<file path="src/rtl/semaphore_pkg.sv">
// Shared encodings between the semaphore controller and its phase timer.
package semaphore_pkg;

    typedef enum logic [1:0] {
        TM_PGREEN = 2'b00,
        TM_SGREEN = 2'b01,
        TM_YELLOW = 2'b10,
        TM_AUX    = 2'b11
    } timer_mux_t;

    typedef enum logic [1:0] {
        TS_LOAD  = 2'b00,
        TS_COUNT = 2'b01,
        TS_FIRE  = 2'b10
    } timer_state_t;

    // A zero-second phase would never fire, so it is stretched to one second.
    function automatic logic [7:0] phase_seconds(input int unsigned secs);
        return (secs == 0) ? 8'd1 : secs[7:0];
    endfunction

endpackage

</file>
<file path="src/rtl/tick_prescaler.sv">
// Divides the system clock into one-second ticks; frozen while enable is low.
module tick_prescaler #(
    parameter int unsigned TICK_CYCLES = 50000000
) (
    input  logic clock,
    input  logic reset,
    input  logic clear,
    input  logic enable,
    output logic tick
);

    localparam int unsigned CW = (TICK_CYCLES > 1) ? $clog2(TICK_CYCLES) : 1;
    localparam logic [CW-1:0] LAST = CW'(TICK_CYCLES - 1);

    logic [CW-1:0] count;

    assign tick = enable && (count == LAST);

    always_ff @(posedge clock or posedge reset) begin
        if (reset) begin
            count <= '0;
        end else if (clear) begin
            count <= '0;
        end else if (enable) begin
            count <= tick ? '0 : count + 1'b1;
        end
    end

endmodule

</file>
<file path="src/rtl/semaphore_timer.sv">
// Phase timer for the semaphore controller: loads the selected phase duration,
// counts it down in seconds and emits a one-cycle trigger when it expires.
module semaphore_timer
    import semaphore_pkg::*;
#(
    parameter int unsigned TICK_CYCLES = 50000000,
    parameter int unsigned T_PGREEN    = 30,
    parameter int unsigned T_SGREEN    = 20,
    parameter int unsigned T_YELLOW    = 4,
    parameter int unsigned T_AUX       = 2
) (
    input  logic       clock,
    input  logic       reset,
    input  logic [1:0] TimerMux,
    input  logic       enable,
    output logic       trigger,
    output logic [7:0] Remaining,
    output logic [1:0] TimerState
);

    localparam logic [7:0] D_PGREEN = phase_seconds(T_PGREEN);
    localparam logic [7:0] D_SGREEN = phase_seconds(T_SGREEN);
    localparam logic [7:0] D_YELLOW = phase_seconds(T_YELLOW);
    localparam logic [7:0] D_AUX    = phase_seconds(T_AUX);

    timer_state_t state;
    logic [1:0]   sel_q;
    logic [7:0]   load_secs;
    logic         tick;
    logic         clear;

    always_comb begin
        load_secs = D_PGREEN;
        case (TimerMux)
            TM_SGREEN: load_secs = D_SGREEN;
            TM_YELLOW: load_secs = D_YELLOW;
            TM_AUX:    load_secs = D_AUX;
            default:   load_secs = D_PGREEN;
        endcase
    end

    // Prescaler only runs in COUNT, so every phase starts on a full second.
    assign clear = (state != TS_COUNT);

    tick_prescaler #(
        .TICK_CYCLES(TICK_CYCLES)
    ) u_prescaler (
        .clock (clock),
        .reset (reset),
        .clear (clear),
        .enable(enable),
        .tick  (tick)
    );

    always_ff @(posedge clock or posedge reset) begin
        if (reset) begin
            state     <= TS_LOAD;
            Remaining <= '0;
            sel_q     <= TM_PGREEN;
            trigger   <= 1'b0;
        end else begin
            case (state)
                TS_LOAD: begin
                    Remaining <= load_secs;
                    sel_q     <= TimerMux;
                    trigger   <= 1'b0;
                    state     <= TS_COUNT;
                end
                TS_COUNT: begin
                    // A select change restarts the phase and outranks a coincident tick.
                    if (TimerMux != sel_q) begin
                        state <= TS_LOAD;
                    end else if (tick) begin
                        Remaining <= Remaining - 8'd1;
                        if (Remaining == 8'd1) begin
                            state   <= TS_FIRE;
                            trigger <= 1'b1;
                        end
                    end
                end
                TS_FIRE: begin
                    trigger <= 1'b0;
                    state   <= TS_LOAD;
                end
                default: begin
                    trigger <= 1'b0;
                    state   <= TS_LOAD;
                end
            endcase
        end
    end

    assign TimerState = state;

endmodule

</file>
<file path="config.mk">
export PLATFORM = sky130hd
export DESIGN_NAME = semaphore_timer
export DESIGN_NICKNAME = d
export VERILOG_FILES = /design/src/rtl/semaphore_pkg.sv /design/src/rtl/tick_prescaler.sv /design/src/rtl/semaphore_timer.sv
export SDC_FILE = /design/constraint.sdc
export NUM_CORES = 1
export LEC_CHECK = 0
export ABC_AREA = 1
export BUFFER_PORTS_ARGS = -buffer_cell sky130_fd_sc_hd__buf_2
export CORE_MARGIN = 1.5
export CORE_UTILIZATION = 38
export CTS_CLUSTER_SIZE = 20
export DETAILED_ROUTE_END_ITERATION = 7
export SYNTH_ARGS = -nofsm -noshare
export SYNTH_HDL_FRONTEND = slang
export SYNTH_SLANG_ARGS = --single-unit
</file>
<file path="constraint.sdc">
create_clock -name clock -period 1.6 [get_ports clock]
set_clock_uncertainty 0.15 [all_clocks]
set_input_delay 0.16 -clock clock [delete_from_list [all_inputs] [get_ports clock]]
set_output_delay 0.16 -clock clock [all_outputs]
set_load 0.1 [all_outputs]
</file>
# Word level (Yosys, flattened, before mapping)
# Cells that the tools add are included.
# totals
regBits	39
input_bits	5
elab_cells	42
output_inout_bits	11
# classes
n_reduce_logical	7
addsub	2
eq_ne	13
mux	15
# ops
cell	count
$mux 26	3
$add 26x1->26 const B	1
$eq 26x26->1 const B	1
$mux 8	2
$pmux 8 s2	1
$pmux 5 s3	1
$eq 8x1->1 const B	1
$sub 8x1->8 const B	1
$mux 2	3
$reduce_and 3->1	2
$eq 2x1->1 const B	2
$eq 2x2->1 const B	2
$mux 1	4
$ne 2x1->1 const B	2
$ne 2x2->1 const B	2
$pmux 2 s2	1
$reduce_bool 2->1	2
$ne 3x2->1 const B	1
$ne 3x3->1 const B	1
$logic_not 2->1	1
$ne 2x2->1	1
$reduce_and 2->1	1
$logic_and 1x1->1	1

# Depth between registers and ports, before layout
# Gate-level depths: netlist of run 1.
# logic_depth
word_depth	5
ltp_mapped	10
depth_no_buf	10

# Cells and area by module
# From an unflattened synthesis of run 1, not the netlist that was laid out.
# hier_totals
cells_unflattened	363
hier_area_um2	2527.4
# by_module_without_submodules
module	seq_area_each_um2	area_per_inst_um2	cells_per_inst	instances
tick_prescaler	650.6	1687.9	253	1
semaphore_timer	325.3	839.6	110	1

# Worst setup path after synthesis of run 1
# Ideal clock, no wire load.
# synth_timing
path_type	register to register
start	reg Remaining[0]
end	reg Remaining[2]
arrival_time_ns	1.801
synth_period_minus_slack_ns	2.074
setup_ns	0.122
path_buffers	0
t_required_ns	1.328
slack_ns	-0.474
stages_incl_launch_ff	9
cell_sequence	dfrtp_1 inv_1 ha_1 inv_1 nor2_1 o21ai_0 o21ai_0 nand2_1 nand2_1
# synth_via
elab_chain_cells	4
# synth_rtl
element	line_no	text
from (decl)	semaphore_timer.sv:17	output logic [7:0] Remaining,
from (signal assigned)	semaphore_timer.sv:64	Remaining <= load_secs;
from (signal assigned)	semaphore_timer.sv:74	Remaining <= Remaining - 8'd1;
$sub 8x1->8	semaphore_timer.sv:74	
$mux 8	semaphore_timer.sv:73	end else if (tick) begin
$mux 8	semaphore_timer.sv:71	if (TimerMux != sel_q) begin
$pmux 8 s2	semaphore_timer.sv:62	case (state)
# Every way passes these cells. The select of a mux whose other input is x is not followed.
# A chain may end at the register's enable or synchronous reset.

# Worst setup path in the final report of run 1
# layout_timing
start	reg u_prescaler.count[1]
end	reg u_prescaler.count[9]
# layout_via
elab_chain_cells	5
word_cells_on_any_way	6
cone_classes	1 x add/sub; 1 x eq/ne; 3 x mux; 1 x reduce/logical
# layout_rtl
element	line_no	text
from (decl)	tick_prescaler.sv:15	logic [CW-1:0] count;
from (signal assigned)	tick_prescaler.sv:25	count <= tick ? '0 : count + 1'b1;
branches (longest 2 deep; another with $add 26x1->26)	-	
$mux 26 *	tick_prescaler.sv:25	
$mux 26 *	tick_prescaler.sv:24	end else if (enable) begin
$mux 26 *	tick_prescaler.sv:22	end else if (clear) begin
# Every way passes the cells marked *. The select of a mux whose other input is x is not followed.

==> summary.md, run 1 <==
| Metric | Value |
|---|---|
| Maximum number of pins on one net before global-route repair | 40 |
| Slew Limit Fails | 0 |
| Relative slew margins | 0.651 |
| Final Util | 0.509 |
| Synth Area per Inst | 6.95 um2 |
| Post-layout min period | 1.66 ns |
| Reg clk slew, reported paths | 0.08 ns |
| Antenna violations before repair | 0 |
| WS Path Type | reg2reg |
| Share of cells above drive strength 1 | 0.285 |
| Yosys reg bits | 39 |
| Leading area contributor after synthesis | dfrtp_1 |
| CP max-delay cell | dfrtp_1 |
| Dominant cells by area after synthesis | dfrtp_1, nand2_1, nor2_1, inv_1, nand3_1 |
| GRT overflow | 0 |
| Mapped Area | 0.00258 mm2 |
| Arr. time, crit path | 1.70 ns |
| # rows | 29 |
| RePlAce Congestion | 0.943 |
| Syn_nets | 383 |
| Peak supply drop | 1.33 mV |
| Worst min-delay path class | in2reg |
| Achievable Freq | 0.602 GHz |
| CTS Buf Count | 5 |
| Vias/cell | 4.83 |
| Final hold violations | 0 |
| Synth top area share | 0.378 |
| Cell variety after synth | 28 |
| Core Region | 0.00646 mm2 |
| Clock buffer depth | 2 |
| Critical Path Source Type | flip-flop |
| DIE WIDTH | 85.5 um |
| Post-synth EDFFs | 0 |
| CP max stage delay | 0.41 ns |
| RSZ-0062 raised after global routing | yes |
| H-Tree Depth | 2 |
| Starting Density | 0.400 |
| Violated checks | setup timing |
| Ys flop type | dfrtp_1 |
| Die Y-Extent | 85.5 um |
| Critical Path RT | 1.64 ns |
| Hpwl dp | 4580 um |
| Wire per inst | 12.5 um |
| Clk Latency, worst-skew pair | 0.29 ns |
| CTS tree | done |
| Sequential-to-total area share from yosys stat | 0.378 |
| Commonest non-fill, non-tap cell in the layout | nand2_1 |
| DIE AREA | 0.00730 mm2 |
| Crit-path cells | buf_6, nand2_4, nor2_4, nand2_4, nor3_4, buf_6, xor2_1, nor2_1 |
| DRC Markers | 0 |
| Global-route wire length before repair | 10400 um |
| Vias in the first global route | 2229 |
| Fin worst setup slack | -0.0616 ns |
| Final net count | 435 |
| Port-buffer cells | 15 |
| Global Route Usage Sum | 0.182 |
| Pwr Total | 4.51 mW |
| Clock root buffer master | clkbuf_8 |
| Routed WL | 6290 um |
| Worst slew pin tran | 0.524 ns |
| Bufs and invs on worst path | 2 |
| Status | finished with violations |
| Placement Setup Slack | -0.105 ns |
| Fin Hold WS | 0.0519 ns |
| Power density over cell area | 1370 mW/mm2 |
| CP max FO | 4 |
| Pre-Repair DR Iteration Count | 4 |
| # diodes | 0 |
| Final ANT Viol Nets | 0 |
| Area Growth Syn to Fin | 27.1% |
| Ports | 16 |
| Inst Count DP | 490 |
| Finished Layout Cells | 501 |
| Leak Pwr | 1.62 nW |
| Final Cycle Share | 1.04 |
| Max-cap violations | 0 |
| Async SR Flop Fraction | 1.00 |
| Setup Viol. Count Final | 18 |
| Synth warn | 0 |
| Initial DRC count | 109 |
| Nature of the critical path endpoint | flip-flop |
| Critical path's top delay family | simple AND/OR/NAND/NOR gates |
| Num Clock Sinks | 39 |
| Via count | 2422 |
| Commonest cells after routing, fill and taps aside | nand2_1, nor2_1, inv_1 |
| Syn Inst Count | 372 |
-- cell type report --
type / instances / area (um2)
tap: 77 / 96.3
clock buffer: 7 / 76.3
timing repair buffer: 48 / 369
fill: 639 / 3170
sequential: 39 / 1000
inverter: 48 / 183
multi-input combinational: 282 / 1560
-- cells by family after synthesis --
group / Yosys count / synth area share
compound gates: 18 / 0.0368
xor+xnor: 13 / 0.0441
fa+ha+maj: 6 / 0.0291
buf+inv: 51 / 0.0804
flops: 39 / 0.378
mux: 1 / 0.00387
simple gates: 244 / 0.428
-- report_power, final --
| group | switching [mW] | internal, mW | total (mW) |
|---|---|---|---|
| Clock | 0.354 | 0.301 | 0.655 |
| Sequential | 0.213 | 1.20 | 1.42 |
| Combinational | 1.72 | 0.721 | 2.44 |
| Total | 2.28 | 2.22 | 4.51 |
-- state kept, by name, indices dropped and copies added, names as in the netlist --
name / flops
u_prescaler.count: 26
sel_q: 2
Remaining: 8
trigger: 1
TimerState: 2
-- per-stage QoR --
stage               TNS [ns]  cell area, um2
detailed placement    -0.480            3010
global placement      -0.107            3010
CTS                   -0.668            3120
global route           -2.84            3280
finish                -0.194            3280
floorplan           -0.00557            2630
-- per-layer routing --
layer / track usage / vias to the layer above / share of wire
met3: 0.0360 / 7 / 0.038
met1: 0.251 / 1131 / 0.48
li1: - / 1247 / -
met2: 0.286 / 37 / 0.47
met4: 0.0601 / 0 / 0.016
met5: 0 / - / 0
-- tightest hold or removal path, delay by kind of cell --
family                 cells  cell delay, ns
buffers and inverters      1            0.17
and+or+nand+nor            2            0.13
-- cells in the mapped netlist (4+ instances only) --
cell / number
xor2_1: 9
dfrtp_1: 39
nor3_1: 5
nand4_1: 6
xnor2_1: 4
nand2_1: 117
o21ai_0: 11
inv_1: 46
nor2_1: 65
nor2_4: 5
ha_1: 6
nand2_2: 6
a31oi_1: 4
nand3_1: 25
-- worst paths after layout --
kind	startpoint	end	slack, ns	cells past startpoint
worst max-delay path	u_prescaler.count[1]$_DFFE_PP0P_	u_prescaler.count[9]$_DFFE_PP0P_	-0.06	8
worst max register to register	u_prescaler.count[1]$_DFFE_PP0P_	u_prescaler.count[9]$_DFFE_PP0P_	-0.06	8
worst min-delay path	enable	u_prescaler.count[1]$_DFFE_PP0P_	0.05	3
min in group asynchronous	reset	u_prescaler.count[1]$_DFFE_PP0P_	0.38	4
max in group asynchronous	reset	Remaining[0]$_DFFE_PP0P_	0.51	4
worst min register to register	Remaining[7]$_DFFE_PP0P_	Remaining[7]$_DFFE_PP0P_	0.36	2
-- what timing repair did --
item	4_1_cts	5_1_grt
endpoints found under the hold margin	39	0
pin swaps	10	15
gates resized for setup	7	41
hold buffers	1	0
buffers inserted	0	3
endpoints found under the setup margin	24	35
gates cloned	0	0
Note: power is estimated with default switching activity, not from simulation.
==> inputs of run 2 (changes only) <==
==> constraint.sdc (replaced) <==
create_clock -name clock -period 1.6 [get_ports clock]
set_clock_uncertainty 0.15 [all_clocks]
set_input_delay 0.08 -clock clock [delete_from_list [all_inputs] [get_ports clock]]
set_output_delay 0.08 -clock clock [all_outputs]
set_load 0.1 [all_outputs]
==> summary.md, run 2 (same netlist as run 1, synthesis figures left out) <==
| Metric | Value |
|---|---|
| Final net count | 442 (was 435) |
| Crit-path cells | buf_4, inv_1, nor2_4, nand2_2, nor3_4, buf_6, xor2_1, nor2_1 (was buf_6, nand2_4, nor2_4, nand2_4, nor3_4, buf_6, xor2_1, nor2_1) |
| Most flops, register | u_prescaler.count (unchanged) |
| Via count | 2438 (was 2422) |
| # rows | 29 (unchanged) |
| H-Tree Depth | 2 (unchanged) |
| RSZ-0062 raised after global routing | yes (unchanged) |
| Global-route wire length before repair | 10900 um (was 10400 um) |
| Clock buffer depth | 2 (unchanged) |
| Ports | 16 (unchanged) |
| CP max stage delay | 0.37 ns (was 0.41 ns) |
| Pwr Total | 4.70 mW (was 4.51 mW) |
| Routed WL | 6660 um (was 6290 um) |
| Final Cycle Share | 1.03 (was 1.04) |
| Port-buffer cells | 15 (unchanged) |
| DRC Markers | 0 (unchanged) |
| Core Region | 0.00646 mm2 (unchanged) |
| Setup TNS | -0.490 ns (was -0.194 ns) |
| Share of cells above drive strength 1 | 0.315 (was 0.285) |
| Final hold violations | 0 (unchanged) |
| CTS Buf Count | 5 (unchanged) |
| Hpwl dp | 4770 um (was 4580 um) |
| Commonest cells after routing, fill and taps aside | nand2_1, nor2_1, inv_1 (unchanged) |
| Clock root buffer master | clkbuf_8 (unchanged) |
| CP max-delay cell | dfrtp_1 (unchanged) |
| Placed instance area | 0.00301 mm2 (about the same) |
| Die Y-Extent | 85.5 um (unchanged) |
| DIE WIDTH | 85.5 um (unchanged) |
| Pre-Repair DR Iteration Count | 4 (unchanged) |
| Peak supply drop | 1.28 mV (was 1.33 mV) |
| Initial DRC count | 163 (was 109) |
| # diodes | 0 (unchanged) |
| Top Registers | u_prescaler.count x26, Remaining x8 (unchanged) |
| Fin Hold WS | 0.00996 ns (was 0.0519 ns) |
| Bufs and invs on worst path | 3 (was 2) |
| Relative slew margins | 0.650 (was 0.651) |
| Post-layout min period | 1.66 ns (about the same) |
| Leak Pwr | 1.64 nW (was 1.62 nW) |
| Violated checks | setup timing (unchanged) |
| Multi-input logic area | 0.00160 mm2 (was 0.00156 mm2) |
| Critical Path Source Type | flip-flop (unchanged) |
| Critical Path RT | 1.65 ns (was 1.64 ns) |
| Final Util | 0.532 (was 0.509) |
| Arr. time, crit path | 1.70 ns (about the same) |
| Clk Latency, worst-skew pair | 0.30 ns (was 0.29 ns) |
| CP max FO | 4 (unchanged) |
| Worst slew pin tran | 0.525 ns (was 0.524 ns) |
| Area Growth Syn to Fin | 32.9% (was 27.1%) |
| Power density over cell area | 1370 mW/mm2 (about the same) |
| Achievable Freq | 0.604 GHz (was 0.602 GHz) |
| Vias in the first global route | 2319 (was 2229) |
| Reg clk slew, reported paths | 0.09 ns (was 0.08 ns) |
| Starting Density | 0.400 (unchanged) |
| Final ANT Viol Nets | 0 (unchanged) |
| WS Path Type | reg2reg (unchanged) |
| RePlAce Congestion | 0.943 (about the same) |
| Slew Limit Fails | 0 (unchanged) |
| Max-cap violations | 0 (unchanged) |
| DIE AREA | 0.00730 mm2 (unchanged) |
| Antenna violations before repair | 0 (unchanged) |
| Fillers | 630 (was 639) |
| Design area | 0.00343 mm2 (was 0.00328 mm2) |
| Setup Viol. Count Final | 19 (was 18) |
| GRT overflow | 0 (unchanged) |
| Fin worst setup slack | -0.0559 ns (was -0.0616 ns) |
| Maximum number of pins on one net before global-route repair | 40 (unchanged) |
| Largest register FFs | 26 (unchanged) |
| Num Clock Sinks | 39 (unchanged) |
| Critical path's top delay family | simple AND/OR/NAND/NOR gates (unchanged) |
| Nature of the critical path endpoint | flip-flop (unchanged) |
| Global Route Usage Sum | 0.190 (was 0.182) |
| CTS tree | done (unchanged) |
| Status | finished with violations (unchanged) |
| Reg area | 0.00101 mm2 (was 0.00100 mm2) |
| Vias/cell | 4.79 (was 4.83) |
| Commonest non-fill, non-tap cell in the layout | nand2_1 (unchanged) |
| Wire per inst | 13.1 um (was 12.5 um) |
| Worst min-delay path class | in2reg (unchanged) |
run 2: power breakdown:
part           internal, mW  switching [mW]
clock network         0.393           0.370
registers              1.20           0.199
logic                 0.754            1.78
run 2: final timing paths:
check	startpoint	end	slack, ns	cells after the start
max	u_prescaler.count[0]$_DFFE_PP0P_	u_prescaler.count[9]$_DFFE_PP0P_	-0.06	8
min	TimerMux[1]	sel_q[1]$_DFFE_PP0P_	0.01	3
max reg2reg	u_prescaler.count[0]$_DFFE_PP0P_	u_prescaler.count[9]$_DFFE_PP0P_	-0.06	8
min reg2reg	Remaining[7]$_DFFE_PP0P_	Remaining[7]$_DFFE_PP0P_	0.36	2
max in group asynchronous	reset	Remaining[1]$_DFFE_PP0P_	0.59	4
min in group asynchronous	reset	u_prescaler.count[8]$_DFFE_PP0P_	0.29	4
run 2: through the flow:
step,instances,worst slack (ns)
after floorplan,372,-0.00557
after CTS,502,-0.0484
after detailed placement,489,-0.0381
after global routing,509,-0.167
final,509,-0.0559
after global placement,489,0.00359
run 2: worst reg2reg max path: cells and delay by family (launching register included):
| kind | cells | cell delay (ns) |
|---|---|---|
| buffers and inverters | 3 | 0.32 |
| and+or+nand+nor | 4 | 0.59 |
| DFF | 1 | 0.37 |
| xor gates and xnor gates | 1 | 0.14 |
run 2: layout make-up:
type	count	area share
flip-flops and latches	39	0.293
inverters	48	0.0532
repair buffers	55	0.128
well taps	77	0.0281
clock inverters	1	0.00219
multi-input cells	282	0.467
clock buffers	7	0.0281
run 2: timing repair:
item,4_1_cts,5_1_grt
gates resized for setup,6,54
cloned,0,1
setup endpoints to repair,28,36
setup buffers,2,6
hold buffers,3,0
pin swaps,15,19
hold endpoints to repair,42,0
run 2: routing by layer:
layer	track usage	share of wire
met5	0	0
met4	0.0557	0.014
met3	0.0370	0.035
met2	0.287	0.45
met1	0.277	0.50
==> inputs of run 3 (changes only) <==
- HOLD_SLACK_MARGIN: not set -> 0.02
==> summary.md, run 3 (same netlist as run 1, synthesis figures left out) <==
| Metric | Value |
|---|---|
| Status | finished with violations (unchanged) |
| Violated checks | setup timing (unchanged) |
| Fin Hold WS | 0.132 ns (was 0.00996 ns) |
| Inst Count DP | 489 (unchanged) |
| DRC Markers | 0 (unchanged) |
| FF-to-FF Start | u_prescaler.count[0]$_DFFE_PP0P_ (unchanged) |
| Placement Setup Slack | -0.0381 ns (unchanged) |
| Antenna violations before repair | 0 (unchanged) |
| Reg2reg end | u_prescaler.count[9]$_DFFE_PP0P_ (unchanged) |
| GRT overflow | 0 (unchanged) |
| Vias in the first global route | 2326 (was 2319) |
| Reg2reg path depth | 8 (unchanged) |
| RSZ-0062 raised after global routing | yes (unchanged) |
| Starting Density | 0.400 (unchanged) |
| Leak Pwr | 1.65 nW (was 1.64 nW) |
| Worst slew pin tran | 0.522 ns (was 0.525 ns) |
| Commonest non-fill, non-tap cell in the layout | nand2_1 (unchanged) |
| Arr. time, crit path | 1.70 ns (about the same) |
| Die Y-Extent | 85.5 um (unchanged) |
| Area Growth Syn to Fin | 33.7% (was 32.9%) |
| Top Registers | u_prescaler.count x26, Remaining x8 (unchanged) |
| Clk Latency, worst-skew pair | 0.30 ns (about the same) |
| Via count | 2446 (was 2438) |
| Share of cells above drive strength 1 | 0.313 (was 0.315) |
| Relative slew margins | 0.652 (was 0.650) |
| Min-delay src | enable (was TimerMux[1]) |
| CTS tree | done (unchanged) |
| Ports | 16 (unchanged) |
| Max-cap violations | 0 (unchanged) |
| Final hold violations | 0 (unchanged) |
| Final ANT Viol Nets | 0 (unchanged) |
| Initial DRC count | 173 (was 163) |
| Pwr Total | 4.70 mW (about the same) |
| WS Path Type | reg2reg (unchanged) |
| Peak supply drop | 1.29 mV (was 1.28 mV) |
| Commonest cells after routing, fill and taps aside | nand2_1, nor2_1, inv_1 (unchanged) |
| Post-layout min period | 1.65 ns (was 1.66 ns) |
| Pre-Repair DR Iteration Count | 4 (unchanged) |
| RePlAce Congestion | 0.943 (unchanged) |
| Largest register FFs | 26 (unchanged) |
| Routed WL | 6660 um (about the same) |
| DIE AREA | 0.00730 mm2 (unchanged) |
| H-Tree Depth | 2 (unchanged) |
| CTS Buf Count | 5 (unchanged) |
| Worst reg2reg setup slack | -0.05 ns (was -0.06 ns) |
| Worst min-delay path class | in2reg (unchanged) |
| Power density over cell area | 1360 mW/mm2 (was 1370 mW/mm2) |
| Critical Path Source Type | flip-flop (unchanged) |
| Nature of the critical path endpoint | flip-flop (unchanged) |
| Final net count | 444 (was 442) |
| Most flops, register | u_prescaler.count (unchanged) |
| Finished Layout Cells | 511 (was 509) |
| Global-route wire length before repair | 10900 um (unchanged) |
| Fin worst setup slack | -0.0536 ns (was -0.0559 ns) |
| Maximum number of pins on one net before global-route repair | 40 (unchanged) |
| # diodes | 0 (unchanged) |
| Design area | 0.00345 mm2 (was 0.00343 mm2) |
| Clock buffer depth | 2 (unchanged) |
| Core Region | 0.00646 mm2 (unchanged) |
| Hold Path Depth | 5 (was 3) |
| Reg clk slew, reported paths | 0.09 ns (about the same) |
| Final Cycle Share | 1.03 (about the same) |
| Setup TNS | -0.469 ns (was -0.490 ns) |
| Slew Limit Fails | 0 (unchanged) |
| # rows | 29 (unchanged) |
| WHS Endpoint | u_prescaler.count[1]$_DFFE_PP0P_ (was sel_q[1]$_DFFE_PP0P_) |
| Port-buffer cells | 15 (unchanged) |
| Placed instance area | 0.00301 mm2 (unchanged) |
| CP max FO | 4 (unchanged) |
| Setup Viol. Count Final | 19 (unchanged) |
| Hpwl dp | 4770 um (unchanged) |
| Final Util | 0.535 (was 0.532) |
| DIE WIDTH | 85.5 um (unchanged) |
| Global Route Usage Sum | 0.190 (unchanged) |
| Num Clock Sinks | 39 (unchanged) |
| Achievable Freq | 0.605 GHz (was 0.604 GHz) |
| Vias/cell | 4.79 (about the same) |
| Critical Path RT | 1.65 ns (about the same) |
| Wire per inst | 13.0 um (was 13.1 um) |
| Clock root buffer master | clkbuf_8 (unchanged) |
==> run 3: cell count changes in the layout (fill, tap and decap cells not counted), sizes merged <==
cell         before  now
dlygate4sd3       3    5
==> run 3: how the worst max path moves through the flow <==
stage,start,to,cells past startpoint,slack [ns]
CTS,u_prescaler.count[0]$_DFFE_PP0P_,Remaining[1]$_DFFE_PP0P_,10,-0.05
global route,u_prescaler.count[0]$_DFFE_PP0P_,u_prescaler.count[25]$_DFFE_PP0P_,8,-0.17
global placement,u_prescaler.count[1]$_DFFE_PP0P_,Remaining[3]$_DFFE_PP0P_,10,0.004
finish,u_prescaler.count[0]$_DFFE_PP0P_,u_prescaler.count[9]$_DFFE_PP0P_,8,-0.05
floorplan,TimerState[0]$_DFFE_PP0P_,u_prescaler.count[16]$_DFFE_PP0P_,8,-0.006
detailed placement,u_prescaler.count[0]$_DFFE_PP0P_,Remaining[5]$_DFFE_PP0P_,10,-0.04
==> run 3: final cells by class <==
cell class	instances	area, um2
multi-input cells	282	1600
inverters	48	183
repair buffers	57	460
fillers	631	3010
clock inverters	1	7.51
clock buffers	7	96.3
well taps	77	96.3
flip-flops and latches	39	1010
==> run 3: power breakdown <==
group	switching, mW	total [mW]	leakage (nW)	internal (mW)
registers	0.201	1.40	0.509	1.20
clock network	0.371	0.764	0.0505	0.393
logic	1.78	2.54	1.09	0.757
==> run 3: metal layers <==
layer  vias to the layer above  share of wire  track usage
met5                         -              0            0
met4                         0          0.014       0.0557
met3                         8          0.035       0.0370
met2                        41           0.45        0.288
met1                      1121           0.50        0.276
li1                       1276              -            -
==> run 3: critical path, cell delays in order (launching register included) <==
cell     delay, ns
dfrtp_1       0.37
buf_4         0.12
inv_1         0.06
nor2_4        0.13
nand2_2       0.12
nor3_4        0.28
buf_6         0.14
xor2_1        0.14
nor2_1        0.06
==> run 3: repair_timing <==
action	in CTS	in global routing
hold endpoints to repair	44	0
buffers inserted	2	6
pin swaps	15	19
gates resized for setup	6	54
endpoints found under the setup margin	28	36
hold buffers	5	0
cloned	0	1
